### src/rtl/lcd_window_seq.sv
// Window-update sequencer for the 8-bit LCD serializer.
// Emits 2A/2B/2C address commands, then streams RGB565 pixels high byte first.
module lcd_window_seq #(
   parameter int WIDTH  = 320,
   parameter int HEIGHT = 240,
   localparam int XW = $clog2(WIDTH),
   localparam int YW = $clog2(HEIGHT)
) (
   input  logic          clk,
   input  logic          reset,
   input  logic          win_req,
   input  logic [XW-1:0] x0,
   input  logic [XW-1:0] x1,
   input  logic [YW-1:0] y0,
   input  logic [YW-1:0] y1,
   input  logic          pix_valid,
   output logic          pix_ready,
   input  logic [15:0]   color,
   output logic          byte_valid,
   input  logic          byte_ready,
   output logic [7:0]    dataout,
   output logic          rs,
   output logic [XW-1:0] hpos,
   output logic [YW-1:0] vpos,
   output logic          busy,
   output logic          done,
   output logic          err
);

   typedef enum logic [2:0] {
      S_IDLE,
      S_CMD,
      S_FETCH,
      S_HI,
      S_LO,
      S_DONE
   } state_t;

   localparam logic [XW:0] XLIM = (XW+1)'(WIDTH);
   localparam logic [YW:0] YLIM = (YW+1)'(HEIGHT);

   state_t        state_q, state_d;
   logic [3:0]    idx_q, idx_d;
   logic [XW-1:0] x0_q, x0_d;
   logic [XW-1:0] x1_q, x1_d;
   logic [YW-1:0] y0_q, y0_d;
   logic [YW-1:0] y1_q, y1_d;
   logic [XW-1:0] hpos_q, hpos_d;
   logic [YW-1:0] vpos_q, vpos_d;
   logic [15:0]   color_q, color_d;
   logic          bv_q, bv_d;
   logic [7:0]    dout_q, dout_d;
   logic          rs_q, rs_d;
   logic          err_q, err_d;

   logic win_ok;
   logic xfer;
   logic last_pix;
   logic [8:0] cmd_next;

   // Command byte for a given index, as {rs, byte}.
   function automatic logic [8:0] cmd_byte(
      input logic [3:0]  i,
      input logic [15:0] a,
      input logic [15:0] b,
      input logic [15:0] c,
      input logic [15:0] d
   );
      unique case (i)
         4'd0:    return {1'b0, 8'h2A};
         4'd1:    return {1'b1, a[15:8]};
         4'd2:    return {1'b1, a[7:0]};
         4'd3:    return {1'b1, b[15:8]};
         4'd4:    return {1'b1, b[7:0]};
         4'd5:    return {1'b0, 8'h2B};
         4'd6:    return {1'b1, c[15:8]};
         4'd7:    return {1'b1, c[7:0]};
         4'd8:    return {1'b1, d[15:8]};
         4'd9:    return {1'b1, d[7:0]};
         default: return {1'b0, 8'h2C};
      endcase
   endfunction

   assign win_ok = (x0 <= x1) && ({1'b0, x1} < XLIM)
                && (y0 <= y1) && ({1'b0, y1} < YLIM);
   assign xfer     = bv_q && byte_ready;
   assign last_pix = (hpos_q == x1_q) && (vpos_q == y1_q);
   assign cmd_next = cmd_byte(idx_q + 4'd1,
                              16'(x0_q), 16'(x1_q),
                              16'(y0_q), 16'(y1_q));

   // Next-state, position and output-byte computation.
   always_comb begin
      state_d = state_q;
      idx_d   = idx_q;
      x0_d    = x0_q;
      x1_d    = x1_q;
      y0_d    = y0_q;
      y1_d    = y1_q;
      hpos_d  = hpos_q;
      vpos_d  = vpos_q;
      color_d = color_q;
      bv_d    = bv_q;
      dout_d  = dout_q;
      rs_d    = rs_q;
      err_d   = 1'b0;
      unique case (state_q)
         S_IDLE: begin
            if (win_req) begin
               if (win_ok) begin
                  x0_d    = x0;
                  x1_d    = x1;
                  y0_d    = y0;
                  y1_d    = y1;
                  hpos_d  = x0;
                  vpos_d  = y0;
                  idx_d   = 4'd0;
                  state_d = S_CMD;
                  bv_d    = 1'b1;
                  dout_d  = 8'h2A;
                  rs_d    = 1'b0;
               end else begin
                  err_d = 1'b1;
               end
            end
         end
         S_CMD: begin
            if (xfer) begin
               if (idx_q == 4'd10) begin
                  state_d = S_FETCH;
                  bv_d    = 1'b0;
               end else begin
                  idx_d  = idx_q + 4'd1;
                  rs_d   = cmd_next[8];
                  dout_d = cmd_next[7:0];
               end
            end
         end
         S_FETCH: begin
            if (pix_valid) begin
               color_d = color;
               state_d = S_HI;
               bv_d    = 1'b1;
               rs_d    = 1'b1;
               dout_d  = color[15:8];
            end
         end
         S_HI: begin
            if (xfer) begin
               state_d = S_LO;
               dout_d  = color_q[7:0];
            end
         end
         S_LO: begin
            if (xfer) begin
               bv_d = 1'b0;
               if (last_pix) begin
                  state_d = S_DONE;
               end else begin
                  state_d = S_FETCH;
                  if (hpos_q == x1_q) begin
                     hpos_d = x0_q;
                     vpos_d = vpos_q + 1'b1;
                  end else begin
                     hpos_d = hpos_q + 1'b1;
                  end
               end
            end
         end
         S_DONE: begin
            state_d = S_IDLE;
         end
         default: begin
            state_d = S_IDLE;
            bv_d    = 1'b0;
         end
      endcase
   end

   // State and registered outputs; reset abandons any transfer at once.
   always_ff @(posedge clk or negedge reset) begin
      if (!reset) begin
         state_q <= S_IDLE;
         idx_q   <= '0;
         x0_q    <= '0;
         x1_q    <= '0;
         y0_q    <= '0;
         y1_q    <= '0;
         hpos_q  <= '0;
         vpos_q  <= '0;
         color_q <= '0;
         bv_q    <= 1'b0;
         dout_q  <= '0;
         rs_q    <= 1'b1;
         err_q   <= 1'b0;
      end else begin
         state_q <= state_d;
         idx_q   <= idx_d;
         x0_q    <= x0_d;
         x1_q    <= x1_d;
         y0_q    <= y0_d;
         y1_q    <= y1_d;
         hpos_q  <= hpos_d;
         vpos_q  <= vpos_d;
         color_q <= color_d;
         bv_q    <= bv_d;
         dout_q  <= dout_d;
         rs_q    <= rs_d;
         err_q   <= err_d;
      end
   end

   assign byte_valid = bv_q;
   assign dataout    = dout_q;
   assign rs         = rs_q;
   assign hpos       = hpos_q;
   assign vpos       = vpos_q;
   assign err        = err_q;
   assign pix_ready  = (state_q == S_FETCH);
   assign busy       = (state_q != S_IDLE);
   assign done       = (state_q == S_DONE);

endmodule

### config.mk
export PLATFORM = sky130hd
export DESIGN_NAME = lcd_window_seq
export DESIGN_NICKNAME = d
export VERILOG_FILES = /design/src/rtl/lcd_window_seq.sv
export SDC_FILE = /design/constraint.sdc
export NUM_CORES = 1
export LEC_CHECK = 0
export CAP_MARGIN = 5
export CORE_UTILIZATION = 49
export CTS_CLUSTER_SIZE = 20
export DETAILED_ROUTE_END_ITERATION = 8
export PLACE_DENSITY_LB_ADDON = 0.25
export SYNTH_ARGS = -nofsm -noshare
export SYNTH_HDL_FRONTEND = slang
export SYNTH_SLANG_ARGS = --single-unit
export TNS_END_PERCENT = 30
### constraint.sdc
create_clock -name clk -period 2.38 [get_ports clk]
set_clock_uncertainty 0.1 [all_clocks]
set_input_delay 0.595 -clock clk [delete_from_list [all_inputs] [get_ports clk]]
set_output_delay 0.595 -clock clk [all_outputs]
set_load 0.02 [all_outputs]
==> results.tsv <==
metric	value	unit
Routed WL per cell	19.70	um
total gr overflow	0	
number of global-route vias before repair	4796	
Die Height	102.3	um
Critical Path End Type	flop	
Clk pwr share	12.7	%
DRC	0	
CP arrival	2.71	ns
fin. max-slew vios	0	
routed via count	4767	
GRT Total Usage	32.16	%
startpoint type of the worst setup path	input pin	
post-synthesis cell area	4932	um^2
Int Power	4.754	mW
RSZ-0062 raised after global routing	yes	
Setup Viol. Count Final	52	
VDD IR max	603.3	uV
Switching Fraction	41.94	%
clk_lat worst skew	0.37	ns
Initial Utilization	50.46	%
Gate Count Post-Synth	511	
min cycle time layout	2.552	ns
worst path required time	2.53	ns
Area Growth Syn to Fin	44.14	%
initial antenna violation count	0	
final hold viol count	0	
Post-synth EDFFs	0	
CP Cell Sequence	buf_8 > inv_6 > ha_4 > nor2b_1 > o211ai_1 > a211oi_2 > or3_4 > nor3_4 > buf_12 > buf_8 > mux2_4	
hpwl dp	12070	um
DIE AREA	10470	um^2
initial DRC count	346	
fin nets	758	
Yosys reg bits	77	
# IOs	86	
Die Span X	102.3	um
Max stage delay on crit path	0.37	ns
outcome	finished with violations	
commonest cells after routing, fill and taps aside	buf_4 (93), dfrtp_1 (74), clkdlybuf4s50_1 (49)	
vias per cell	5.835	
Syn Area/Cell	9.652	um^2
Max Freq	391.8	MHz
first-pass GRT wire length	25050	um
CTS tree	done	
Final ANT Viol Nets	0	
Slew headroom	62.81	%
P per Cell Area	1152	nW/um^2
most common cell after layout, fill and taps aside	buf_4	
pin count of the biggest net entering global routing	47	
maxcap violations	0	
Clock Path Buffers	2	
Reg power frac	32.0	%
syn nets	590	
Worst Tran Pin Value	0.5579	ns
Comb pwr share	55.3	%
Post-CTS Hold Buffers	0	
Setup WS post-layout	-0.1724	ns
net load switching power	3.434	mW
Synth Flop Type	dfrtp_1	
detailed-router iteration count before antenna repair	5	
CP dominant cell by count	buf_8	
Synth cell types	55	
critical-path maximum fanout	7	
CTS H-tree depth	3	
CTS clock-pin slew for the worst setup and hold paths	0.08	ns
post-placement cell count	794	
Ant. Diodes	0	
IO buf count	85	
filler cell count	735	
critical path type	in2reg	
total power	8.188	mW
Core Area	9774	um^2
CTS sink count	77	
crit share post-route	107.2	%
Post-synth ARST share	100.0	%
HP Class	in2async	
Final Wtd Congestion	0.9313	
failing checks	setup timing	
TritonCTS buffer count	9	
final hold slack	0.06607	ns
clk root buf	clkbuf_8	
non-filler cells in the finished layout	817	
post-synthesis sequential area ratio	39.09	%
Cell Rows	36	
final wirelength	16100	um
fraction of layout cells with a size suffix above 1	37.72	%
Synth Warn #	0	
Leakage Power	3.146	nW
Slowest-stage cell, CP	or3_4	
timing repair:
action                     4_1_cts  5_1_grt
gates cloned                     0        0
pin swaps                       19       12
buffers inserted                 7        0
setup endpoints to repair       70       67
gates resized for setup        151       24
metal layers:
| layer | global-route usage (%) | share of wire (%) |
|---|---|---|
| met5 | 0 | 0 |
| met4 | 15.71 | 3.6 |
| met3 | 4.651 | 5.0 |
| met2 | 52.50 | 48 |
| met1 | 41.90 | 43 |
worst max-delay path, delay by kind of cell:
family	cells	cell delay, ns
buf+inv	4	0.45
compound gates	2	0.40
fa+ha+maj	1	0.19
simple gates	3	0.75
mux	1	0.30
power groups by stage:
stage / clock, mW / sequential [mW] / combinational (mW)
after floorplan: 0 / 2.64 / 2.31
after global placement: 0 / 2.57 / 4.09
after detailed placement: 0 / 2.59 / 4.22
after CTS: 1.04 / 2.57 / 4.35
after global routing: 1.08 / 2.67 / 4.88
final: 1.04 / 2.62 / 4.53
cell families after synthesis:
logic type / count (synthesis) / share of synthesized area [%]
flip-flops: 77 / 39.09
AND/OR/NAND/NOR: 142 / 14.71
AO/OA/AOI/OAI: 122 / 15.35
adder cells (fa/ha/maj): 24 / 6.088
XOR/XNOR: 28 / 4.972
buffers and inverters: 49 / 4.287
multiplexers: 69 / 15.50
path summary, 6_finish.rpt:
kind,startpoint,endpoint,slack [ns],cells past startpoint
hold reg to reg,dataout[2]$_DFFE_PN0P_,dataout[2]$_DFFE_PN0P_,0.41,1
min in group clk,dataout[2]$_DFFE_PN0P_,dataout[2]$_DFFE_PN0P_,0.41,1
setup reg to reg,idx_q[0]$_DFFE_PN0P_,dataout[2]$_DFFE_PN0P_,-0.02,8
setup / recovery,y1[1],x0_q[6]$_DFFE_PN0P_,-0.17,11
hold / removal,reset,idx_q[0]$_DFFE_PN0P_,0.07,1
max in group asynchronous,reset,x1_q[6]$_DFFE_PN0P_,1.51,2
cell type report:
| type | instances | area [um^2] | area share (%) |
|---|---|---|---|
| clock buffer | 11 | 141.4 | 1.989 |
| clock inverter | 5 | 58.81 | 0.8272 |
| inverter | 23 | 121.4 | 1.707 |
| multi-input combinational | 385 | 3156 | 44.39 |
| sequential | 77 | 1931 | 27.16 |
| tap | 133 | 166.4 | 2.341 |
| timing repair buffer | 183 | 1535 | 21.59 |
registers in the layout, indices dropped and copies added (netlist names), 4 cells and up:
name / cells
x0_q: 9
x1_q: 9
vpos: 8
hpos: 9
color_q: 8
y0_q: 8
y1_q: 8
dataout: 8
idx_q: 4
through the flow:
stage | worst slack, ns | TNS, ns | util [%] | instance area [um^2]
global placement | -0.9881 | -58.91 | 68.92 | 6736
global route | -0.2019 | -9.443 | 72.73 | 7109
CTS | -0.1552 | -6.483 | 72.39 | 7076
floorplan | -0.4232 | -18.49 | - | 5139
detailed placement | -1.094 | -63.91 | 68.92 | 6736
finish | -0.1724 | -6.722 | 72.73 | 7109
cell usage after synthesis, types with 3 or more instances:
library cell	count	area [um^2]
nand2b_1	10	62.56
a21o_1	3	22.52
and3_1	5	31.28
mux2_1	13	146.4
o21ai_0	30	150.1
buf_6	3	33.78
xor2_1	12	105.1
mux2_2	46	518.0
ha_1	24	300.3
a221oi_1	8	70.07
buf_2	4	20.02
a21oi_1	38	190.2
dfrtp_1	76	1902
nor3_1	8	40.04
nand3_1	14	70.07
a211oi_1	3	22.52
xnor2_1	16	140.1
nor2_1	35	131.4
nand2_1	33	123.9
inv_1	23	86.33
mux2i_1	10	100.1
clkbuf_1	17	63.81
and4_1	3	26.28
o22ai_1	9	56.30
a22oi_1	4	30.03
a31oi_1	7	43.79
and2_1	6	37.54
nor2b_1	7	43.79
nand4_1	9	56.30
Note: power is estimated with default switching activity, not from simulation.
